===== src/rtl/alu_pkg.sv =====
// Shared types and constants for the sequential ALU unit.
package alu_pkg;

  typedef enum logic [3:0] {
    OP_ADD  = 4'd0,
    OP_SUB  = 4'd1,
    OP_AND  = 4'd2,
    OP_OR   = 4'd3,
    OP_XOR  = 4'd4,
    OP_CMP  = 4'd5,
    OP_MOV  = 4'd6,
    OP_SLL  = 4'd8,
    OP_SLR  = 4'd9,
    OP_SRL  = 4'd10,
    OP_SRA  = 4'd11,
    OP_MUL  = 4'd12,
    OP_DIVU = 4'd13
  } alu_op_e;

  // Bit positions inside the {S,Z,C,V} flag register
  localparam int unsigned FLG_S = 3;
  localparam int unsigned FLG_Z = 2;
  localparam int unsigned FLG_C = 1;
  localparam int unsigned FLG_V = 0;

  typedef enum logic [1:0] {
    IDLE,
    BUSY,
    DONE
  } state_e;

  function automatic logic [3:0] mk_flags(input logic s, input logic z, input logic c,
                                          input logic v);
    logic [3:0] f;
    f        = '0;
    f[FLG_S] = s;
    f[FLG_Z] = z;
    f[FLG_C] = c;
    f[FLG_V] = v;
    return f;
  endfunction

endpackage


===== src/rtl/iter_muldiv.sv =====
// Iterative unsigned multiplier (shift-add) / divider (restoring), one bit per cycle.
// lo/hi present the result of the current step, so they hold the final value while done=1.
module iter_muldiv #(
  parameter int unsigned WIDTH = 16
) (
  input  logic             clk,
  input  logic             rst_n,
  input  logic             start,
  input  logic             is_div,
  input  logic [WIDTH-1:0] a,
  input  logic [WIDTH-1:0] b,
  output logic             done,
  output logic [WIDTH-1:0] lo,
  output logic [WIDTH-1:0] hi,
  output logic             dbz
);

  localparam int unsigned CW = $clog2(WIDTH);

  // hi_q: accumulator / partial remainder; lo_q: multiplier / dividend-quotient
  logic [WIDTH-1:0] hi_q, lo_q, opnd_q;
  logic [CW-1:0]    cnt_q;
  logic             busy_q, div_q;
  logic [WIDTH:0]   sum, shifted, diff;

  assign dbz  = is_div && (a == '0);
  assign done = busy_q && (cnt_q == CW'(WIDTH - 1));

  // One iteration step of either algorithm
  always_comb begin
    sum     = {1'b0, hi_q} + (lo_q[0] ? {1'b0, opnd_q} : '0);
    shifted = {hi_q, lo_q[WIDTH-1]};
    diff    = shifted - {1'b0, opnd_q};
    if (div_q) begin
      // diff MSB set means the trial subtraction borrowed: restore
      if (!diff[WIDTH]) begin
        hi = diff[WIDTH-1:0];
        lo = {lo_q[WIDTH-2:0], 1'b1};
      end else begin
        hi = shifted[WIDTH-1:0];
        lo = {lo_q[WIDTH-2:0], 1'b0};
      end
    end else begin
      hi = sum[WIDTH:1];
      lo = {sum[0], lo_q[WIDTH-1:1]};
    end
  end

  // Operand latch on start, then WIDTH iteration steps
  always_ff @(posedge clk or negedge rst_n) begin
    if (!rst_n) begin
      hi_q   <= '0;
      lo_q   <= '0;
      opnd_q <= '0;
      cnt_q  <= '0;
      busy_q <= 1'b0;
      div_q  <= 1'b0;
    end else if (start) begin
      hi_q   <= '0;
      lo_q   <= is_div ? b : a;
      opnd_q <= is_div ? a : b;
      cnt_q  <= '0;
      busy_q <= 1'b1;
      div_q  <= is_div;
    end else if (busy_q) begin
      hi_q  <= hi;
      lo_q  <= lo;
      cnt_q <= cnt_q + 1'b1;
      if (done) busy_q <= 1'b0;
    end
  end

endmodule


===== src/rtl/seq_alu_unit.sv =====
// Handshaked ALU: single-cycle arithmetic/logic/shift, iterative MUL/DIVU, SZCV flag register.
module seq_alu_unit
  import alu_pkg::*;
#(
  parameter int unsigned WIDTH = 16,
  parameter int unsigned SHW   = $clog2(WIDTH)
) (
  input  logic             clk,
  input  logic             rst_n,
  input  logic             in_valid,
  output logic             in_ready,
  input  logic [3:0]       op,
  input  logic [WIDTH-1:0] a,
  input  logic [WIDTH-1:0] b,
  input  logic [SHW-1:0]   shamt,
  output logic             out_valid,
  input  logic             out_ready,
  output logic [WIDTH-1:0] result,
  output logic [WIDTH-1:0] result_hi,
  output logic             wr_en,
  output logic [3:0]       flags
);

  state_e           state;
  alu_op_e          op_e;
  logic             accept, is_iter, busy_div;
  logic             md_done, md_dbz;
  logic [WIDTH-1:0] md_lo, md_hi;
  logic [WIDTH-1:0] res_c, hi_c, rl;
  logic             c_c, v_c, upd_c, wr_c;
  logic [WIDTH:0]   add_r, sub_r, sl, sr;

  assign op_e      = alu_op_e'(op);
  assign in_ready  = (state == IDLE) || ((state == DONE) && out_ready);
  assign out_valid = (state == DONE);
  assign accept    = in_valid && in_ready;
  // Divide by zero is resolved in the single-cycle path
  assign is_iter   = (op_e == OP_MUL) || ((op_e == OP_DIVU) && !md_dbz);

  iter_muldiv #(
    .WIDTH(WIDTH)
  ) u_muldiv (
    .clk   (clk),
    .rst_n (rst_n),
    .start (accept && is_iter),
    .is_div(op_e == OP_DIVU),
    .a     (a),
    .b     (b),
    .done  (md_done),
    .lo    (md_lo),
    .hi    (md_hi),
    .dbz   (md_dbz)
  );

  // Log-stage barrel shifter; extra bit on each shift vector catches the last bit shifted out
  always_comb begin
    sl = {1'b0, b};
    sr = {b, 1'b0};
    rl = b;
    for (int k = 0; k < SHW; k++) begin
      if (shamt[k]) begin
        sl = sl << (1 << k);
        if (op_e == OP_SRA) sr = $unsigned($signed(sr) >>> (1 << k));
        else                sr = sr >> (1 << k);
        rl = (rl << (1 << k)) | (rl >> (WIDTH - (1 << k)));
      end
    end
  end

  // Single-cycle result, carry/overflow and flag-update decode
  always_comb begin
    add_r = {1'b0, b} + {1'b0, a};
    sub_r = {1'b0, b} - {1'b0, a};
    res_c = '0;
    hi_c  = '0;
    c_c   = 1'b0;
    v_c   = 1'b0;
    upd_c = 1'b1;
    wr_c  = 1'b1;
    case (op_e)
      OP_ADD: begin
        res_c = add_r[WIDTH-1:0];
        c_c   = add_r[WIDTH];
        v_c   = (a[WIDTH-1] == b[WIDTH-1]) && (add_r[WIDTH-1] != b[WIDTH-1]);
      end
      OP_SUB, OP_CMP: begin
        res_c = sub_r[WIDTH-1:0];
        c_c   = sub_r[WIDTH];
        v_c   = (a[WIDTH-1] != b[WIDTH-1]) && (sub_r[WIDTH-1] != b[WIDTH-1]);
        wr_c  = (op_e != OP_CMP);
      end
      OP_AND: res_c = b & a;
      OP_OR:  res_c = b | a;
      OP_XOR: res_c = b ^ a;
      OP_MOV: begin
        res_c = b;
        upd_c = 1'b0;
      end
      OP_SLL: begin
        res_c = sl[WIDTH-1:0];
        c_c   = sl[WIDTH];
      end
      OP_SLR: res_c = rl;
      OP_SRL, OP_SRA: begin
        res_c = sr[WIDTH:1];
        c_c   = sr[0];
      end
      OP_DIVU: begin
        res_c = '1;
        hi_c  = b;
        v_c   = 1'b1;
      end
      default: upd_c = 1'b0;
    endcase
  end

  // Control FSM with registered result, writeback qualifier and flags
  always_ff @(posedge clk or negedge rst_n) begin
    if (!rst_n) begin
      state     <= IDLE;
      busy_div  <= 1'b0;
      result    <= '0;
      result_hi <= '0;
      wr_en     <= 1'b0;
      flags     <= '0;
    end else begin
      unique case (state)
        IDLE, DONE: begin
          if (accept) begin
            if (is_iter) begin
              state    <= BUSY;
              busy_div <= (op_e == OP_DIVU);
            end else begin
              state     <= DONE;
              result    <= res_c;
              result_hi <= hi_c;
              wr_en     <= wr_c;
              if (upd_c) flags <= mk_flags(res_c[WIDTH-1], res_c == '0, c_c, v_c);
            end
          end else if ((state == DONE) && out_ready) begin
            state <= IDLE;
          end
        end
        BUSY: begin
          if (md_done) begin
            state     <= DONE;
            result    <= md_lo;
            result_hi <= md_hi;
            wr_en     <= 1'b1;
            flags     <= mk_flags(md_lo[WIDTH-1], md_lo == '0,
                                  !busy_div && (md_hi != '0), !busy_div && (md_hi != '0));
          end
        end
        default: state <= IDLE;
      endcase
    end
  end

endmodule


===== config.mk =====
export PLATFORM = sky130hd
export DESIGN_NAME = seq_alu_unit
export DESIGN_NICKNAME = d
export VERILOG_FILES = /design/src/rtl/alu_pkg.sv /design/src/rtl/iter_muldiv.sv /design/src/rtl/seq_alu_unit.sv
export SDC_FILE = /design/constraint.sdc
export NUM_CORES = 1
export LEC_CHECK = 0
export CORE_MARGIN = 8
export CORE_UTILIZATION = 47
export CTS_BUF_LIST = sky130_fd_sc_hd__clkbuf_8
export DETAILED_ROUTE_END_ITERATION = 8
export MAX_ROUTING_LAYER = met4
export PLACE_DENSITY = 0.66
export SLEW_MARGIN = 10
export SYNTH_ARGS = -nofsm -noshare
export SYNTH_HDL_FRONTEND = slang
export SYNTH_SLANG_ARGS = --single-unit

===== constraint.sdc =====
create_clock -name clk -period 10.6 [get_ports clk]
set_input_delay 2.12 -clock clk [delete_from_list [all_inputs] [get_ports clk]]
set_output_delay 2.12 -clock clk [all_outputs]
set_load 0.03 [all_outputs]

==> results_dict.tcl, run 1 <==
set metrics [dict create \
    final_cell_area_um2 12500 \
    slew_headroom_pct 20.8 \
    clk_latency_ns 0.39 \
    start_kind "input pin" \
    vias 11700 \
    wl_per_cell_um 24.6 \
    drive_gt1_share_pct 8.80 \
    layout_commonest_cell "nand2_1" \
    crit_start "out_ready" \
    syn-num-nets 1589 \
    pin_count 83 \
    gr-total-overflow 0 \
    slew_viol_final 0 \
    cts_hold_buf 0 \
    synth_area_um2 11300 \
    synthFlopType "dfrtp_1" \
    synth_area_leader_cell "dfrtp_1" \
    gp_congestion 1.04 \
    cts_resized 0 \
    fillCellCount 2356 \
    syn_avg_cell_area_um2 7.74 \
    grt_max_degree 61 \
    r2r_slack_ns 5.56 \
    ant_nets 0 \
    grt_pass1_vias 10800 \
    worstMarginPinSlew_ns 1.18 \
    min_path_cells 2 \
    period_share_pct 55.7 \
    power_mw 2.74 \
    die_w_um 171 \
    ir_worst_vdd_uv 120 \
    drtIter0Drc 1508 \
    setup_viol 0 \
    rsz0062_at_grt "false" \
    die_area_um2 29300 \
    core-area_um2 23500 \
    hpwl_um 32900 \
    numClockSinks 94 \
    cp.arrival_ns 3.79 \
    synth_area_leaders "dfrtp_1 (21%), ha_1 (9.0%), mux4_2 (6.6%)" \
    mostFrequentLayoutCells "nand2_1 (170), nor2_1 (139), o21ai_0 (116)" \
    nNetsFinal 1590 \
    cts_buffer_depth 2 \
    critPathKind "input pin to primary output" \
    antenna_found_initial 2 \
    endpoint_kind "primary output" \
    drc 0 \
    synth_top_cell_area_share_pct 20.8 \
    critPathCapture "in_ready" \
    yosysSeqAreaShare_pct 20.8 \
    drt-pass1-iter-count 6 \
    ff2ff_path_depth 14 \
    cellPowerDensity_nw_per_um2 220 \
    synth-seq-cells 94 \
    placed_cell_area_um2 12300 \
    wl_um 44000 \
    ys_warn_count 0 \
    grt_usage_pct 30.6 \
    htreeDepth 3 \
    hold_viol 0 \
    timing.fmax_mhz 169 \
    critical_path.reg2reg.endpoint "flags[0]$_DFFE_PN0P_" \
    critPathRequiredTime_ns 8.48 \
    finalWorstSetupSlack_ns 4.69 \
    grt_pass1_wl_um 66900 \
    clk_pin_slew_ns 0.10 \
    cts_tree "done" \
    clock_skew_ns 0.0176 \
    root_buffer "clkbuf_8" \
    ys_async_sr_fraction_pct 100 \
    timing.rr.start "u_muldiv.lo_q[15]$_DFFE_PN0P_" \
    tns_ns 0 \
    std_cell_rows 56 \
    crit_fanout 5 \
    ys_types 83 \
    cts_buffers 9 \
    die_h_um 171 \
    start_util_pct 48.0 \
    holdCritPathClass "register to register" \
    synth_edf_count 0 \
    viasPerCell 6.57 \
    fin_crit_ns 5.91 \
    dp_worst_setup_slack_ns 4.57 \
    port_buffers 82 \
    status "finished clean" \
    area_delta_synth_final_pct 10.3 \
    netlist_instances 1460 \
    p_leak_nw 5.26 \
    max_cap_viol_count 0 \
    cts_setup_buffers 0 \
]
layout make-up:
cell class	instances	area [µm²]	share of cell area, %
clock buffer	9	124	0.993
inverter	80	300	2.41
multi-input combinational	1169	8230	66.0
sequential	94	2350	18.9
antenna	2	5.00	0.0401
clock inverter	7	67.6	0.542
timing repair buffer	107	991	7.94
tap	319	399	3.20
cell usage after synthesis, types with 13 or more instances:
master,number
o211ai_1,31
dfrtp_1,94
ha_1,81
a21oi_1,81
and2_1,22
a221oi_1,13
nor2_1,140
a31oi_1,41
a211oi_1,37
nand2_1,170
clkbuf_1,91
mux2_2,16
o21ai_0,116
nor3_1,37
inv_1,80
mux2i_1,61
a21o_1,26
xnor2_1,14
nand3_1,25
mux4_2,33
buf_1,18
worst min path at each step:
stage                                startpoint                     to  slack [ns]
after detailed placement  result[0]$_DFFE_PN0P_  result[0]$_DFFE_PN0P_        0.47
after floorplan            busy_div$_DFFE_PN0P_   flags[1]$_DFFE_PN0P_        0.45
final                     result[0]$_DFFE_PN0P_  result[0]$_DFFE_PN0P_        0.48
after global placement    result[0]$_DFFE_PN0P_  result[0]$_DFFE_PN0P_        0.46
after CTS                 result[0]$_DFFE_PN0P_  result[0]$_DFFE_PN0P_        0.49
after global routing      result[7]$_DFFE_PN0P_  result[7]$_DFFE_PN0P_        0.52
critical path: stages:
cell and delay (ns):
clkdlybuf4s50_1 0.45, inv_1 0.05, a21oi_1 0.40, clkdlybuf4s50_1 0.77
where the power goes:
part | total (mW) | switching, mW | internal [mW]
clock network | 0.245 | 0.154 | 0.0912
logic | 1.89 | 1.14 | 0.753
registers | 0.610 | 0.132 | 0.478
total | 2.74 | 1.42 | 1.32
metrics by stage:
step	hold WS (ns)	utilization (%)	cells
global placement	0.462	52.1	1769
detailed placement	0.469	52.1	1769
floorplan	0.450	-	1460
finish	0.485	53.0	1787
CTS	0.492	53.0	1785
global route	0.517	53.0	1787
state kept, by name, indices dropped and copies added, names as in the netlist:
name and flops:
result 16, flags 4, u_muldiv.cnt_q 4, u_muldiv.hi_q 16, u_muldiv.busy_q 1, u_muldiv.div_q 1
u_muldiv.lo_q 16, wr_en 1, busy_div 1, state 2, result_hi 16, u_muldiv.opnd_q 16
cells by family after synthesis:
family / synth area share, %
AOI/OAI and AO/OA: 27.5
xor gates and xnor gates: 1.94
adders and majority gates: 9.67
buffers and inverters: 6.63
DFF: 20.8
muxes: 13.7
and+or+nand+nor: 19.8
metal layers:
metal	routed length (µm)	vias up	global-route usage, %
met5	0	-	-
met4	2020	0	11.4
met3	4190	140	5.83
met2	19100	653	46.0
met1	18700	5577	40.4
li1	-	5369	-
No activity file was read; power rests on OpenSTA's default activity.
==> run 2: changes to the inputs <==
==> constraint.sdc (replaced) <==
create_clock -name clk -period 5.6 [get_ports clk]
set_input_delay 1.12 -clock clk [delete_from_list [all_inputs] [get_ports clk]]
set_output_delay 1.12 -clock clk [all_outputs]
set_load 0.03 [all_outputs]
==> results_dict.tcl, run 2 (synthesized netlist as in run 1, its figures left out) <==
set metrics [dict create \
    holdCritPathClass "register to register" \
    ir_worst_vdd_uv 307 \
    clk_pin_slew_ns 0.11 \
    ant_nets 0 \
    clock_skew_ns 0.0209 \
    htreeDepth 3 \
    critPathRequiredTime_ns 5.92 \
    period_share_pct 81.9 \
    area_delta_synth_final_pct 12.1 \
    drt-pass1-iter-count 5 \
    timing.fmax_mhz 218 \
    std_cell_rows 56 \
    grt_pass1_vias 11100 \
    pin_count 83 \
    viasPerCell 6.52 \
    grt_pass1_wl_um 68800 \
    wl_per_cell_um 25.4 \
    wl_um 46100 \
    combPwrFrac_pct 68.6 \
    p_seq_share_pct 22.3 \
    tns_ns 0 \
    slew_viol_final 0 \
    drive_gt1_share_pct 10.4 \
    cts_tree "done" \
    dp_worst_setup_slack_ns 0.752 \
    cts_buffers 9 \
    fillCellCount 2351 \
    power_switching_mw 2.72 \
    worstMarginPinSlew_ns 1.11 \
    core-area_um2 23500 \
    grt_max_degree 69 \
    p_leak_nw 5.39 \
    die_area_um2 29300 \
    rsz0062_at_grt "false" \
    crit_family "simple AND/OR/NAND/NOR gates" \
    gr-total-overflow 0 \
    hold_viol 0 \
    p_sw_share_pct 51.8 \
    slew_headroom_pct 25.2 \
    grt_usage_pct 31.9 \
    nNetsFinal 1617 \
    gp_congestion 1.08 \
    max_cap_viol_count 0 \
    clk_latency_ns 0.40 \
    die_w_um 171 \
    setup_viol 0 \
    die_h_um 171 \
    pwr-share-clk_pct 9.1 \
    cts_buffer_depth 2 \
    start_kind "input pin" \
    fin_cells 1812 \
    critPathKind "input pin to register" \
    n_antenna_cell 0 \
    cp.arrival_ns 4.91 \
    start_util_pct 48.0 \
    antenna_found_initial 0 \
    cts_setup_buffers 0 \
    mostFrequentLayoutCells "nand2_1 (170), nor2_1 (139), o21ai_0 (116)" \
    fin_crit_ns 4.58 \
    cp_num_buf_inv 2 \
    status "finished clean" \
    drtIter0Drc 1681 \
    hpwl_um 35400 \
    place_inst 1796 \
    crit_fanout 8 \
    vias 11800 \
    ff_latch_area_um2 2350 \
    port_buffers 82 \
    endpoint_kind "register" \
    p_int_mw 2.53 \
    finalWorstSetupSlack_ns 1.02 \
    crit_chain "clkdlybuf4s50_1, nor4_1, nand4_1, o41ai_1, buf_4, nand3_1, a21o_1, a211oi_1, nand4b_1, nor4_1, nand3_1, o21ai_1" \
    cpPeakStageDelay_ns 0.67 \
    cts_hold_buf 0 \
    multi_input_area_um2 8230 \
    critPathSlowestCell "clkdlybuf4s50_1" \
    cellPowerDensity_nw_per_um2 414 \
    layout_commonest_cell "nand2_1" \
    root_buffer "clkbuf_8" \
    numClockSinks 94 \
    cts_resized 0 \
    drc 0 \
]
==> run 2: path summary, 6_finish.rpt <==
kind,start,endpoint,slack (ns),cells after the start
worst max register to register,u_muldiv.lo_q[15]$_DFFE_PN0P_,flags[0]$_DFFE_PN0P_,1.05,14
worst min register to register,result_hi[6]$_DFFE_PN0P_,result_hi[6]$_DFFE_PN0P_,0.49,2
worst min-delay path,result_hi[6]$_DFFE_PN0P_,result_hi[6]$_DFFE_PN0P_,0.49,2
worst max-delay path,a[7],flags[2]$_DFFE_PN0P_,1.02,12
max in group asynchronous,rst_n,u_muldiv.busy_q$_DFF_PN0_,3.81,2
min in group asynchronous,rst_n,u_muldiv.hi_q[14]$_DFFE_PN0P_,0.85,1
==> run 2: final cells by class <==
type                       instances  share of cell area, %
tap                              319                   3.15
clock buffer                       9                  0.977
timing repair buffer             134                   9.41
sequential                        94                   18.6
clock inverter                     7                  0.592
multi-input combinational       1169                   64.9
inverter                          80                   2.37
==> run 2: power by group through the flow <==
stage                     clock (mW)  combinational [mW]  sequential, mW
after detailed placement           0                3.55            1.17
after floorplan                    0                2.52            1.16
after global routing           0.508                3.93            1.19
after CTS                      0.480                3.57            1.16
after global placement             0                3.50            1.17
final                          0.477                3.60            1.17
==> run 2: routing by layer <==
layer / up-vias / global-route usage, % / wire length, µm / share of wire (%)
li1: 5416 / - / - / -
met1: 5662 / 41.4 / 19200 / 42
met2: 623 / 50.0 / 21200 / 46
met3: 105 / 4.19 / 3830 / 8.3
met4: 0 / 12.8 / 1910 / 4.1
met5: - / - / 0 / 0
==> run 2: metrics by stage <==
step,cell area [µm²],utilization (%),power (mW),hold WS (ns)
floorplan,11300,-,3.68,0.450
global placement,12500,53.0,4.67,0.463
detailed placement,12500,53.0,4.73,0.469
CTS,12700,53.9,5.21,0.497
global route,12700,53.9,5.63,0.516
finish,12700,53.9,5.24,0.488
==> run 2: tightest hold or removal path, cell delays in order (launching register included) <==
cell	delay, ns
dfrtp_1	0.35
nand2_1	0.05
o21ai_0	0.06
==> run 3: changes to the inputs <==
==> constraint.sdc (replaced) <==
create_clock -name clk -period 4.3 [get_ports clk]
set_input_delay 0.86 -clock clk [delete_from_list [all_inputs] [get_ports clk]]
set_output_delay 0.86 -clock clk [all_outputs]
set_load 0.03 [all_outputs]
==> results_dict.tcl, run 3 (synthesized netlist as in run 1, its figures left out) <==
set metrics [dict create \
    placed_cell_area_um2 13500 \
    drt-pass1-iter-count 5 \
    max_cap_viol_count 0 \
    std_cell_rows 56 \
    crit_family "compound AO/OA/AOI/OAI gates" \
    drive_gt1_share_pct 17.1 \
    ff_latch_area_um2 2350 \
    area_delta_synth_final_pct 21.1 \
    start_kind "register" \
    ir_worst_vdd_uv 343 \
    hpwl_um 37700 \
    pin_count 83 \
    cpPeakStageDelay_ns 0.51 \
    ant_nets 0 \
    place_inst 1910 \
    final_cell_area_um2 13700 \
    p_leak_nw 5.99 \
    drtIter0Drc 1369 \
    wl_um 47700 \
    mostFrequentLayoutCells "nand2_1 (170), buf_4 (159), nor2_1 (139)" \
    cp.arrival_ns 4.45 \
    tns_ns 0 \
    fin_cells 1929 \
    root_buffer "clkbuf_8" \
    clk_latency_ns 0.38 \
    clock_skew_ns 0.00934 \
    cts_buffer_depth 2 \
    layout_commonest_cell "nand2_1" \
    power_mw 7.31 \
    vias 12500 \
    numClockSinks 94 \
    final_util_pct 58.2 \
    grt_pass1_vias 12000 \
    grt_max_degree 68 \
    crit_fanout 6 \
    port_buffers 82 \
    grt_pass1_wl_um 72800 \
    critPathKind "register to register" \
    critPathSlowestCell "or4b_1" \
    multi_input_area_um2 8250 \
    cellPowerDensity_nw_per_um2 534 \
    p_int_mw 3.66 \
    start_util_pct 48.0 \
    worstMarginPinSlew_ns 1.31 \
    fillCellCount 2255 \
    endpoint_kind "register" \
    cts_buffers 9 \
    rsz0062_at_grt "false" \
    cp_num_buf_inv 3 \
    hold_viol 0 \
    dp_worst_setup_slack_ns 0.0107 \
    status "finished clean" \
    antenna_found_initial 0 \
    whs_ns 0.485 \
    p_seq_share_pct 20.6 \
    fin_crit_ns 4.18 \
    holdCritPathClass "register to register" \
    drc 0 \
    slew_headroom_pct 12.3 \
    pwr-share-clk_pct 7.7 \
    htreeDepth 3 \
    cts_tree "done" \
    nNetsFinal 1734 \
    timing.fmax_mhz 239 \
    slew_viol_final 0 \
    p_sw_share_pct 49.9 \
    n_antenna_cell 0 \
    crit_chain "inv_1, ha_1, inv_1, fa_1, a211o_1, a211o_1, a21o_1, o21ai_4, nand2_4, mux2_4, a21oi_2, or4b_1, nor4_4, buf_4, o21ai_1" \
    finalWorstSetupSlack_ns 0.120 \
    gr-total-overflow 0 \
    critPathRequiredTime_ns 4.57 \
    combPwrFrac_pct 71.7 \
    setup_viol 0 \
    core-area_um2 23500 \
    die_h_um 171 \
    power_switching_mw 3.65 \
    period_share_pct 97.2 \
    clk_pin_slew_ns 0.10 \
    viasPerCell 6.50 \
    die_w_um 171 \
    gp_congestion 1.05 \
    wl_per_cell_um 24.7 \
    die_area_um2 29300 \
    grt_usage_pct 33.7 \
]
[run 3: final cells by class]
type / count / share of cell area, %
multi-input cells: 1169 / 60.3
clock inverters: 7 / 0.411
well taps: 319 / 2.91
flip-flops and latches: 94 / 17.2
clock buffers: 9 / 0.904
inverters: 80 / 2.19
repair buffers: 251 / 16.1
[run 3: what timing repair did]
action,4_1_cts,5_1_grt
gates resized for setup,0,4
hold endpoints to repair,0,0
setup buffers,0,3
setup endpoints to repair,0,3
hold buffers,0,0
[run 3: routing by layer]
metal | share of wire, % | vias up | global-route usage, %
met5 | 0 | - | -
met4 | 7.3 | 0 | 20.0
met3 | 8.9 | 188 | 5.14
met2 | 45 | 720 | 52.2
met1 | 39 | 5980 | 41.2
li1 | - | 5655 | -
[run 3: final timing paths]
path                                          startpoint                            end  slack, ns  cells after the start
hold / removal                 result_hi[12]$_DFFE_PN0P_      result_hi[12]$_DFFE_PN0P_       0.48                      2
max in group asynchronous                          rst_n  u_muldiv.lo_q[12]$_DFFE_PN0P_       2.78                      2
hold reg to reg                result_hi[12]$_DFFE_PN0P_      result_hi[12]$_DFFE_PN0P_       0.48                      2
setup reg to reg           u_muldiv.lo_q[15]$_DFFE_PN0P_           flags[0]$_DFFE_PN0P_       0.12                     15
setup / recovery           u_muldiv.lo_q[15]$_DFFE_PN0P_           flags[0]$_DFFE_PN0P_       0.12                     15
min in group asynchronous                          rst_n   u_muldiv.hi_q[9]$_DFFE_PN0P_       0.59                      1
[run 3: power groups by stage]
stage          sequential, mW  clock (mW)  combinational (mW)
5_1_grt                  1.54       0.603                5.72
4_1_cts                  1.50       0.573                5.09
3_3_place_gp             1.51           0                4.99
6_report                 1.51       0.562                5.24
3_5_place_dp             1.51           0                5.06
2_1_floorplan            1.51           0                3.28
[run 3: worst reg2reg max path: cells and delay by family (launching register included)]
kind	cells	cell delay [ns]
simple gates	3	0.91
mux	1	0.32
flops	1	0.42
compound gates	6	1.49
fa+ha+maj	2	0.63
buf+inv	3	0.32
